### config.mk
export PLATFORM = sky130hd
export DESIGN_NAME = mcu_row_scheduler
export DESIGN_NICKNAME = d
export VERILOG_FILES = /design/src/rtl/mcu_row_scheduler.sv
export SDC_FILE = /design/constraint.sdc
export NUM_CORES = 1
export LEC_CHECK = 0
export BUFFER_PORTS_ARGS = -buffer_cell sky130_fd_sc_hd__buf_2
export CAP_MARGIN = 40
export CORE_UTILIZATION = 50
export CTS_BUF_LIST = sky130_fd_sc_hd__clkbuf_4
export DETAILED_ROUTE_END_ITERATION = 6
export PLACE_DENSITY = 0.77
export SKIP_LAST_GASP = 1
export SLEW_MARGIN = 40
export SYNTH_ARGS = -nofsm -noshare
export SYNTH_HDL_FRONTEND = slang
export SYNTH_SLANG_ARGS = --single-unit
### constraint.sdc
create_clock -name clock -period 2 [get_ports clock]
set_clock_uncertainty 0.2 [all_clocks]
set_input_delay 0.1 -clock clock [delete_from_list [all_inputs] [get_ports clock]]
set_output_delay 0.1 -clock clock [all_outputs]
set_load 0.05 [all_outputs]
### src/rtl/mcu_row_scheduler.sv
// Hands each completed 8-line MCU row in the double-buffered EBR banks to the JPEG encoder, one read job per MCU.
// Latency: bank full -> mcu_req 1 cycle, release -> next issue 2 cycles; jobs hold stable while mcu_req && !mcu_ack.
// MCU_SCHED_PREFETCH_EN allows two jobs in flight; otherwise strictly one job outstanding.
module mcu_row_scheduler #(
    parameter int WIDTH_MCU  = 40,
    parameter int HEIGHT_MCU = 30,
    parameter int NUM_EBR    = 5,
    parameter int EBR_SIZE   = 512
) (
    input  logic                          clock,
    input  logic                          nreset,
    input  logic                          ingest_frontbuffer_select,
    output logic                          mcu_req,
    input  logic                          mcu_ack,
    input  logic                          mcu_done,
    output logic                          rd_bank,
    output logic [$clog2(NUM_EBR)-1:0]    rd_block_select,
    output logic [$clog2(EBR_SIZE)-1:0]   rd_base_addr,
    output logic [$clog2(WIDTH_MCU)-1:0]  mcu_index,
    output logic [$clog2(HEIGHT_MCU)-1:0] row_index,
    output logic                          frame_done,
    output logic                          overrun,
    output logic [1:0]                    bank_full
);

    localparam int BW = $clog2(NUM_EBR);
    localparam int AW = $clog2(EBR_SIZE);
    localparam int MW = $clog2(WIDTH_MCU);
    localparam int RW = $clog2(HEIGHT_MCU);

    localparam logic [BW-1:0] BLK_LAST  = BW'(NUM_EBR - 1);
    localparam logic [MW-1:0] MCU_LAST  = MW'(WIDTH_MCU - 1);
    localparam logic [RW-1:0] ROW_LAST  = RW'(HEIGHT_MCU - 1);
    localparam logic [AW-1:0] BASE_STEP = AW'(64);

    typedef enum logic [1:0] {
        S_IDLE,
        S_ISSUE,
        S_WAIT,
        S_RELEASE
    } state_t;

    state_t     state;
    state_t     state_nxt;
    logic       fsel_prev;
    logic       toggle;
    logic       accept;
    logic       release_row;
    logic       last_acked;
    logic [1:0] bank_set;
    logic [1:0] bank_clr;

`ifdef MCU_SCHED_PREFETCH_EN
    logic [1:0] outstanding;
    logic       done_valid;

    // A done with nothing in flight is stray and must not underflow the count.
    assign done_valid = mcu_done && (outstanding != 2'd0);
`endif

    assign toggle   = (ingest_frontbuffer_select != fsel_prev);
    assign accept   = mcu_req && mcu_ack;
    assign bank_set = toggle ? (2'b01 << fsel_prev) : 2'b00;
    assign bank_clr = release_row ? (2'b01 << rd_bank) : 2'b00;

    always_comb begin
        state_nxt   = state;
        mcu_req     = 1'b0;
        frame_done  = 1'b0;
        release_row = 1'b0;
        case (state)
            S_IDLE: begin
                if (bank_full[rd_bank]) begin
                    state_nxt = S_ISSUE;
                end
            end
`ifdef MCU_SCHED_PREFETCH_EN
            // Issue and wait merged: keep offering until two jobs are in flight.
            S_ISSUE: begin
                mcu_req = !last_acked && (outstanding != 2'd2);
                if (last_acked && (outstanding == 2'd0)) begin
                    state_nxt = S_RELEASE;
                end
            end
`else
            S_ISSUE: begin
                mcu_req = 1'b1;
                if (mcu_ack) begin
                    state_nxt = S_WAIT;
                end
            end
            S_WAIT: begin
                if (mcu_done) begin
                    state_nxt = last_acked ? S_RELEASE : S_ISSUE;
                end
            end
`endif
            S_RELEASE: begin
                release_row = 1'b1;
                frame_done  = (row_index == ROW_LAST);
                state_nxt   = S_IDLE;
            end
            default: begin
                state_nxt = S_IDLE;
            end
        endcase
    end

    always_ff @(posedge clock) begin
        if (nreset) begin
            state           <= S_IDLE;
            fsel_prev       <= ingest_frontbuffer_select;
            bank_full       <= 2'b00;
            overrun         <= 1'b0;
            rd_bank         <= 1'b0;
            rd_block_select <= '0;
            rd_base_addr    <= '0;
            mcu_index       <= '0;
            row_index       <= '0;
            last_acked      <= 1'b0;
`ifdef MCU_SCHED_PREFETCH_EN
            outstanding     <= 2'd0;
`endif
        end else begin
            state     <= state_nxt;
            fsel_prev <= ingest_frontbuffer_select;
            // A new fill on the bank being released wins over the clear.
            bank_full <= (bank_full & ~bank_clr) | bank_set;

            if (toggle && bank_full[ingest_frontbuffer_select]) begin
                overrun <= 1'b1;
            end

            // Block index ripples into the base-address group; no divider needed.
            if (accept) begin
                if (mcu_index == MCU_LAST) begin
                    mcu_index       <= '0;
                    rd_block_select <= '0;
                    rd_base_addr    <= '0;
                    last_acked      <= 1'b1;
                end else begin
                    mcu_index <= mcu_index + 1'b1;
                    if (rd_block_select == BLK_LAST) begin
                        rd_block_select <= '0;
                        rd_base_addr    <= rd_base_addr + BASE_STEP;
                    end else begin
                        rd_block_select <= rd_block_select + 1'b1;
                    end
                end
            end

            if (release_row) begin
                rd_bank    <= ~rd_bank;
                last_acked <= 1'b0;
                row_index  <= (row_index == ROW_LAST) ? '0 : row_index + 1'b1;
            end

`ifdef MCU_SCHED_PREFETCH_EN
            outstanding <= outstanding + {1'b0, accept} - {1'b0, done_valid};
`endif
        end
    end

endmodule

# --- Word level (Yosys, flattened, before mapping) ---
# Cells that the tools add are included.
word_totals:
  regBits: 31
  latchBits: 0
  wordCells: 60
  mem_count: 0
  output_inout_bits: 29
  ram_bits: 0
  mem_bits_ro: 0
op_classes:
  magnitude_cmp: 2
  mux: 20
  n_eq_ne: 10
  addsub: 4
  reduce_logical: 8
  shifts: 2
  n_bitwise: 4
  div_mod_pow: 0
  n_mul: 0
ops:
  columns: ["op", "count"]
  rows:
  - ["2-to-1 mux 9 bit", 2]
  - ["2-to-1 mux 2 bit", 6]
  - ["adder 9 x 7 -> 9 bit, second input constant", 1]
  - ["one-hot mux 2 bit (4 select lines)", 1]
  - ["2-to-1 mux 1 bit", 7]
  - ["adder 6 x 1 -> 6 bit, second input constant", 1]
  - ["equality test 6 bit, second input constant", 1]
  - ["2-to-1 mux 3 bit", 2]
  - ["2-to-1 mux 6 bit", 1]
  - ["!= test 2 bit, second input constant", 3]
  - ["adder 5 x 1 -> 5 bit, second input constant", 1]
  - ["equality test 5 bit, second input constant", 1]
  - ["2-to-1 mux 5 bit", 1]
  - ["equality test 2 bit, second input constant", 2]
  - ["< comparator 1 x 2 -> 1 bit, second input constant", 2]
  - ["AND reduction 2 bit", 2]
  - ["<< shifter 1 x 1 -> 2 bit, first input constant", 2]
  - ["adder 3 x 1 -> 3 bit, second input constant", 1]
  - ["equality test 3 bit, second input constant", 1]
  - ["AND reduction 3 bit", 1]
  - ["AND 2 bit", 1]
  - ["equality test 2 x 1 -> 1 bit, second input constant", 1]
  - ["logical AND 1 bit", 2]
  - ["logical NOT 2 bit", 1]
  - ["6 further kinds", 6]

# --- Depth between registers and ports, before layout ---
# Gate-level depths: netlist of the first run.
depth:
  ltp_word: 6
  mapped_depth: 5

# --- Least setup slack after synthesis of the first run ---
# No wires, ideal clock.
synth_timing:
  kind: "reg-to-output"
  startpoint: "register row_index[0]"
  endpoint: "output frame_done"
  path_slack_ns: -0.009
  path_stages_with_launch: 4
  t_arrival_ns: 1.709
  path_buffers: 0
  t_required_ns: 1.700
  path_cell_list: "dfxtp_1 -> ha_1 -> nand3_1 -> nor2_1"
synth_between:
  elab_chain_len: 2
synth_lines:
  columns: ["element", "line", "text"]
  rows:
  - ["start: declaration", "20", "output logic [$clog2(HEIGHT_MCU)-1:0] row_index,"]
  - ["start signal: assignment", "155", "row_index <= (row_index == ROW_LAST) ? '0 : row_index + 1'b1;"]
  - ["equality test 5 bit", "100", "frame_done = (row_index == ROW_LAST);"]
  - ["2-to-1 mux 1 bit", "71", "case (state)"]
  - ["end: declaration", "21", "output logic frame_done,"]
# Every way passes these cells.

# --- Worst setup path in the final report of the first run ---
layout_timing:
  startpoint: "register rd_bank"
  endpoint: "register state[0]"
layout_between:
  elab_chain_len: 4
layout_lines:
  columns: ["element", "line", "text"]
  rows:
  - ["start: declaration", "16", "output logic rd_bank,"]
  - ["start signal: assignment", "153", "rd_bank <= ~rd_bank;"]
  - ["2-to-1 mux 1 bit (not written as such) (2 in series)", "73", "if (bank_full[rd_bank]) begin"]
  - ["!= test 2 bit (no source line)", null, null]
  - ["AND reduction 3 bit (no source line)", null, null]
  - ["end signal: assignment", "125", "state <= state_nxt;"]
  - ["end: declaration", "43", "state_t state;"]
# Every way passes these cells. The select of a mux whose other input is x is not followed.
# A chain may end at the register's enable or synchronous reset.

==> results_dict.tcl, run 1 <==
set metrics [dict create \
    ant_nets 0 \
    num_antenna_cells 0 \
    maxCapViolations 0 \
    r2r_setup_slack_ps 100 \
    peakVddDrop_uv 476.1 \
    dpl_cell_area_um2 1391 \
    synth_top_area_share_pct 39.92 \
    crit_type "reg -> reg" \
    areaGrowthSynthToFinish_pct 17.17 \
    syn_inst 146 \
    dr.first_iter.drc_count 22 \
    grt_first_pass_wirelength_mm 4.305 \
    path_cells "mux2_2, o21ai_0, o31ai_1, dlygate4sd3_1" \
    crit_fanout 5 \
    grt-ovfl-total 0 \
    cts_max_level 1 \
    grt_start_max_net_pins 19 \
    yosysTopAreaCell "dfxtp_1" \
    yosys_warnings 0 \
    root_buffer "clkbuf_4" \
    die_y_um 52.08 \
    min_period_ps 1899 \
    p_leak_uw 0.0006894 \
    r2r_end "state[0]" \
    r2r-start "rd_bank" \
    ys_seq_area_share_pct 39.92 \
    cts_buffer_depth 2 \
    io_buffers 27 \
    multi_input_area_um2 668.1 \
    synth.most_common_cell "dfxtp_1" \
    arrival_ps 1920 \
    clock_latency_ps 310 \
    worstPathRequired_ps 2020 \
    async_flop_share_pct 0 \
    yosys-top-cells-area "dfxtp_1 (40%), ha_1 (8.0%), a21oi_1 (6.0%)" \
    status "finished, final reports clean" \
    yosysUniqueCellTypes 31 \
    drt-total-wl_mm 2.617 \
    antenna_found_initial 0 \
    drc 0 \
    hold_viol_final 0 \
    synth_edf_count 0 \
    hold_end "state[1]" \
    route.vias.total 1115 \
    tightest_slew_ps 592.4 \
    post_cts_buffers 0 \
    hold_depth 3 \
    finalCritPeriodShare_pct 94.95 \
    start_util_pct 54.58 \
    numCtsBuffers 3 \
    cellPowerDensity_nw_per_um2 607.4 \
    slew_headroom_pct 60.17 \
    grt_setup_unrepaired "no" \
    gp_congestion 0.7511 \
    cp_slowest_cell "dlygate4sd3_1" \
    dpl.hpwl_mm 1.978 \
    synth_seq_cells 25 \
    grt_pass1_vias 1007 \
    synth_common_cells "dfxtp_1 (25), a21oi_1 (15), nand2_1 (11), inv_1 (10), o21ai_0 (10)" \
    n_fill_cell 207 \
    tns_ps 0 \
    fmax_mhz 526.6 \
    cts.sinks 25 \
    synth_ff_type "dfxtp_1" \
    worstHoldStart "mcu_ack" \
    drive_gt1_share_pct 20.90 \
    syn-mean-instance-area_um2 8.587 \
    max_stage_delay_ps 570 \
    path_clk_slew_ps 140 \
    rows 17 \
    dr.pass1.iters 4 \
    routed_via_density 5.439 \
    seqCellArea_um2 500.5 \
    worstSetupStartpointType "flop" \
    fin_nets 191 \
    setup_viol_count_final 0 \
    final_cell_area_um2 1469 \
    critical_path_buf_inv_count 1 \
    syn_area_um2 1254 \
    die_w_um 52.08 \
    coreArea_um2 2297 \
    r2r_cells 4 \
    cts_tree "done" \
    wl_per_cell_um 12.77 \
    dieArea_um2 2712 \
    ios 34 \
    maxSlewViolCount 0 \
    hold_path_class "in -> reg" \
    grt_usage_pct 21.19 \
    cp-end-kind "flop" \
    crit_family "buffers and inverters" \
    final_core_util_pct 63.94 \
]
-- cell families (layout without fill, tap and decap cells) --
| logic type | count (synthesis) | count (layout) | synth area share, % |
|---|---|---|---|
| and+or+nand+nor | 45 | 45 | 19.76 |
| AOI/OAI and AO/OA | 38 | 38 | 18.16 |
| DFF | 25 | 25 | 39.92 |
| buffers and inverters | 22 | 48 | 8.483 |
| adders and majority gates | 8 | 8 | 7.984 |
| xor gates and xnor gates | 4 | 4 | 2.794 |
| muxes | 3 | 3 | 2.595 |
| other | 1 | 6 | 0.2991 |
-- layer usage --
metal	up-vias	track usage, %	part of all wire (%)
li1	563	-	-
met1	514	27.91	45
met2	36	34.83	49
met3	2	3.216	5.2
met4	0	7.207	0.31
met5	-	0	0
-- through the flow --
| stage | total power [uW] | setup slack (ps) | cells | hold slack [ps] |
|---|---|---|---|---|
| final | 892.2 | 101.0 | 205 | 15.06 |
| after floorplan | 650.0 | 0.3559 | 151 | -72.28 |
| after CTS | 899.1 | 120.6 | 205 | 6.326 |
| after detailed placement | 672.1 | 271.4 | 196 | 62.57 |
| after global routing | 932.1 | 10.76 | 205 | 40.79 |
| after global placement | 667.3 | 357.3 | 196 | 57.54 |
-- layout by cell type, fill, tap and decap left out, types with 5 or more instances in the layout --
master	netlist	layout
buf_2	1	27
dfxtp_1	25	25
conb_1	1	6
a21oi_1	15	15
nand3_1	7	7
dlygate4sd3_1	0	5
inv_1	10	10
nand2_1	11	11
nor2_1	9	8
o21ai_0	10	10
ha_1	8	8
o211ai_1	5	5
-- sequential cells by signal (all words and copies together) (netlist names) --
name,cells
mcu_index,6
rd_base_addr,3
rd_block_select,3
rd_bank,1
bank_full,2
overrun,1
state,2
last_acked,1
row_index,5
fsel_prev,1
-- layout make-up --
cell class	count	share of cell area, %
Tap cell	28	2.385
Sequential cell	25	34.07
Clock inverter	1	0.3407
Clock buffer	3	1.533
Inverter	10	2.555
Timing Repair Buffer	34	13.63
Multi-Input combinational cell	104	45.49
-- repair_timing --
action,in CTS,in global routing
hold buffers,5,0
endpoints found under the hold margin,12,0
gates resized for setup,0,0
-- how the worst max path moves through the flow --
stage / startpoint / to / slack (ps) / cells after the start
3_5_place_dp: state[1] / rd_base_addr[8] / 270 / 3
5_1_grt: rd_bank / state[0] / 10 / 4
4_1_cts: rd_bank / state[0] / 120 / 4
3_3_place_gp: state[1] / mcu_index[5] / 360 / 3
6_report: rd_bank / state[0] / 100 / 4
2_1_floorplan: mcu_index[0] / mcu_index[3] / 0.4 / 5
-- worst min-delay path, delay by kind of cell --
family	cells	cell delay, ps
and+or+nand+nor	1	170
buffers and inverters	1	130
AOI/OAI and AO/OA	1	90
-- power breakdown --
| group | switching, uW | internal (uW) |
|---|---|---|
| Combinational | 106 | 38.6 |
| Clock | 149 | 74.8 |
| Sequential | 13.3 | 510 |
Note: power is estimated with default switching activity, not from simulation.
==> run 2, diff against run 1 <==
--- a/config.mk
+++ b/config.mk
@@ -7,10 +7,10 @@
 export LEC_CHECK = 0
 export BUFFER_PORTS_ARGS = -buffer_cell sky130_fd_sc_hd__buf_2
 export CAP_MARGIN = 40
-export CORE_UTILIZATION = 50
+export CORE_UTILIZATION = 53
 export CTS_BUF_LIST = sky130_fd_sc_hd__clkbuf_4
 export DETAILED_ROUTE_END_ITERATION = 6
-export PLACE_DENSITY = 0.77
+export PLACE_DENSITY = 0.81
 export SKIP_LAST_GASP = 1
 export SLEW_MARGIN = 40
 export SYNTH_ARGS = -nofsm -noshare
==> run 2 against run 1 <==
Net effect:
- critical path depth unchanged
- fmax decreased by 0.52%
- non-clock buffer count increased by 1
- register-to-register slack about the same
- via count about the same
- die area decreased by 5.5%
- first-iteration DRC count decreased by 41%
- worst setup slack got worse by 9.8 ps
- utilization increased by 2.9 points
- combinational power about the same
- total power increased by 0.17%
- cell area increased by 0.68%
- largest cell class unchanged
==> results_dict.tcl, run 2 (synthesis results as in run 1) <==
set metrics [dict create \
    finalCritPeriodShare_pct 95.44 \
    fin_cells 206 \
    num_antenna_cells 0 \
    path_clk_slew_ps 130 \
    drive_gt1_share_pct 20.79 \
    route.vias.total 1116 \
    peakVddDrop_uv 469.0 \
    placed_cells 196 \
    cp-end-kind "flop" \
    hold_path_class "in -> reg" \
    ant_nets 0 \
    tns_ps 0 \
    n_fill_cell 201 \
    areaGrowthSynthToFinish_pct 17.96 \
    fmax_mhz 523.9 \
    reg_top3 "mcu_index x6, row_index x5" \
    root_buffer "clkbuf_4" \
    cts_max_level 1 \
    die_y_um 50.64 \
    multi_input_area_um2 668.1 \
    maxSlewViolCount 0 \
    drt-total-wl_mm 2.572 \
    fin_nets 192 \
    ctsResizeCount 0 \
    maxCapViolations 0 \
    min_period_ps 1909 \
    ios 34 \
    final_cell_mix "buf_2 (27), dfxtp_1 (25), a21oi_1 (15), nand2_1 (11)" \
    die_w_um 50.64 \
    start_util_pct 56.67 \
    crit_type "reg -> reg" \
    grt_first_pass_wirelength_mm 4.347 \
    wl_per_cell_um 12.49 \
    tightest_slew_ps 582.1 \
    cts_tree "done" \
    crit_fanout 5 \
    dr.pass1.iters 4 \
    layout_commonest_cell "buf_2" \
    numCtsBuffers 3 \
    rows 17 \
    cts.sinks 25 \
    grt-ovfl-total 0 \
    grt_pass1_vias 1019 \
    antenna_found_initial 0 \
    dieArea_um2 2564 \
    coreArea_um2 2212 \
    setup_viol_count_final 0 \
    grt_usage_pct 22.22 \
    worstSetupStartpointType "flop" \
    hold_viol_final 0 \
    grt_start_max_net_pins 19 \
    r2r_cells 4 \
    routed_via_density 5.417 \
    p_leak_uw 0.0006936 \
    regMostFlops "mcu_index" \
    clock_latency_ps 320 \
    dr.first_iter.drc_count 13 \
    cellPowerDensity_nw_per_um2 604.3 \
    seqCellArea_um2 500.5 \
    status "finished, final reports clean" \
    dpl.hpwl_mm 1.879 \
    cts_buffer_depth 2 \
    arrival_ps 1930 \
    grt_setup_unrepaired "no" \
    worstPathRequired_ps 2020 \
    slew_headroom_pct 60.86 \
    gp_congestion 0.7644 \
    drc 0 \
    hold_slack_ps 272.3 \
    io_buffers 27 \
    largest_reg_flops 6 \
    hold_depth 2 \
]
[run 2: cell count changes in the layout (fill, tap and decap cells not counted)]
cell,delta
dlygate4sd3_1,+1
[run 2: cell type report]
| cell class | count | area share (%) |
|---|---|---|
| flip-flops and latches | 25 | 33.84 |
| multi-input cells | 104 | 45.18 |
| inverters | 10 | 2.538 |
| clock buffers | 3 | 1.523 |
| well taps | 28 | 2.369 |
| repair buffers | 35 | 14.21 |
| clock inverters | 1 | 0.3384 |
[run 2: critical path, stage by stage (launching register included)]
cell and delay [ps]:
dfxtp_1 440, mux2_2 350, o21ai_0 180, o31ai_1 80
dlygate4sd3_1 560
[run 2: per-layer routing]
layer  vias up  track usage (%)  part of all wire (%)
met4         0            7.407                  0.93
met3         4            3.030                   3.1
met1       520            27.37                    46
met2        27            39.33                    50
li1        565                -                     -
met5         -                0                     0
[run 2: what timing repair did]
| action | 4_1_cts | 5_1_grt |
|---|---|---|
| endpoints found under the hold margin | 12 | 0 |
| hold buffers | 6 | 0 |
| buffers inserted | 0 | 0 |
[run 2: per-stage QoR]
| step | utilization [%] | power (uW) | instance area, um^2 | setup slack (ps) |
|---|---|---|---|---|
| after global routing | 66.86 | 929.2 | 1479 | 1.121 |
| after CTS | 66.86 | 900.1 | 1479 | 85.54 |
| after detailed placement | 62.90 | 671.6 | 1391 | 268.6 |
| after global placement | 62.90 | 666.7 | 1391 | 370.8 |
| final | 66.86 | 893.7 | 1479 | 91.21 |
| after floorplan | - | 650.0 | 1275 | 0.3559 |
[run 2: worst paths after layout]
path	from	to	slack [ps]
worst max-delay path	rd_bank	state[0]	90
worst min-delay path	ingest_frontbuffer_select	fsel_prev	270
worst max register to register	rd_bank	state[0]	90
worst min register to register	rd_base_addr[8]	rd_base_addr[8]	290
[run 2: power breakdown]
part	internal, uW	switching (uW)
clock network	74.9	149
registers	510	13.1
logic	39.6	107
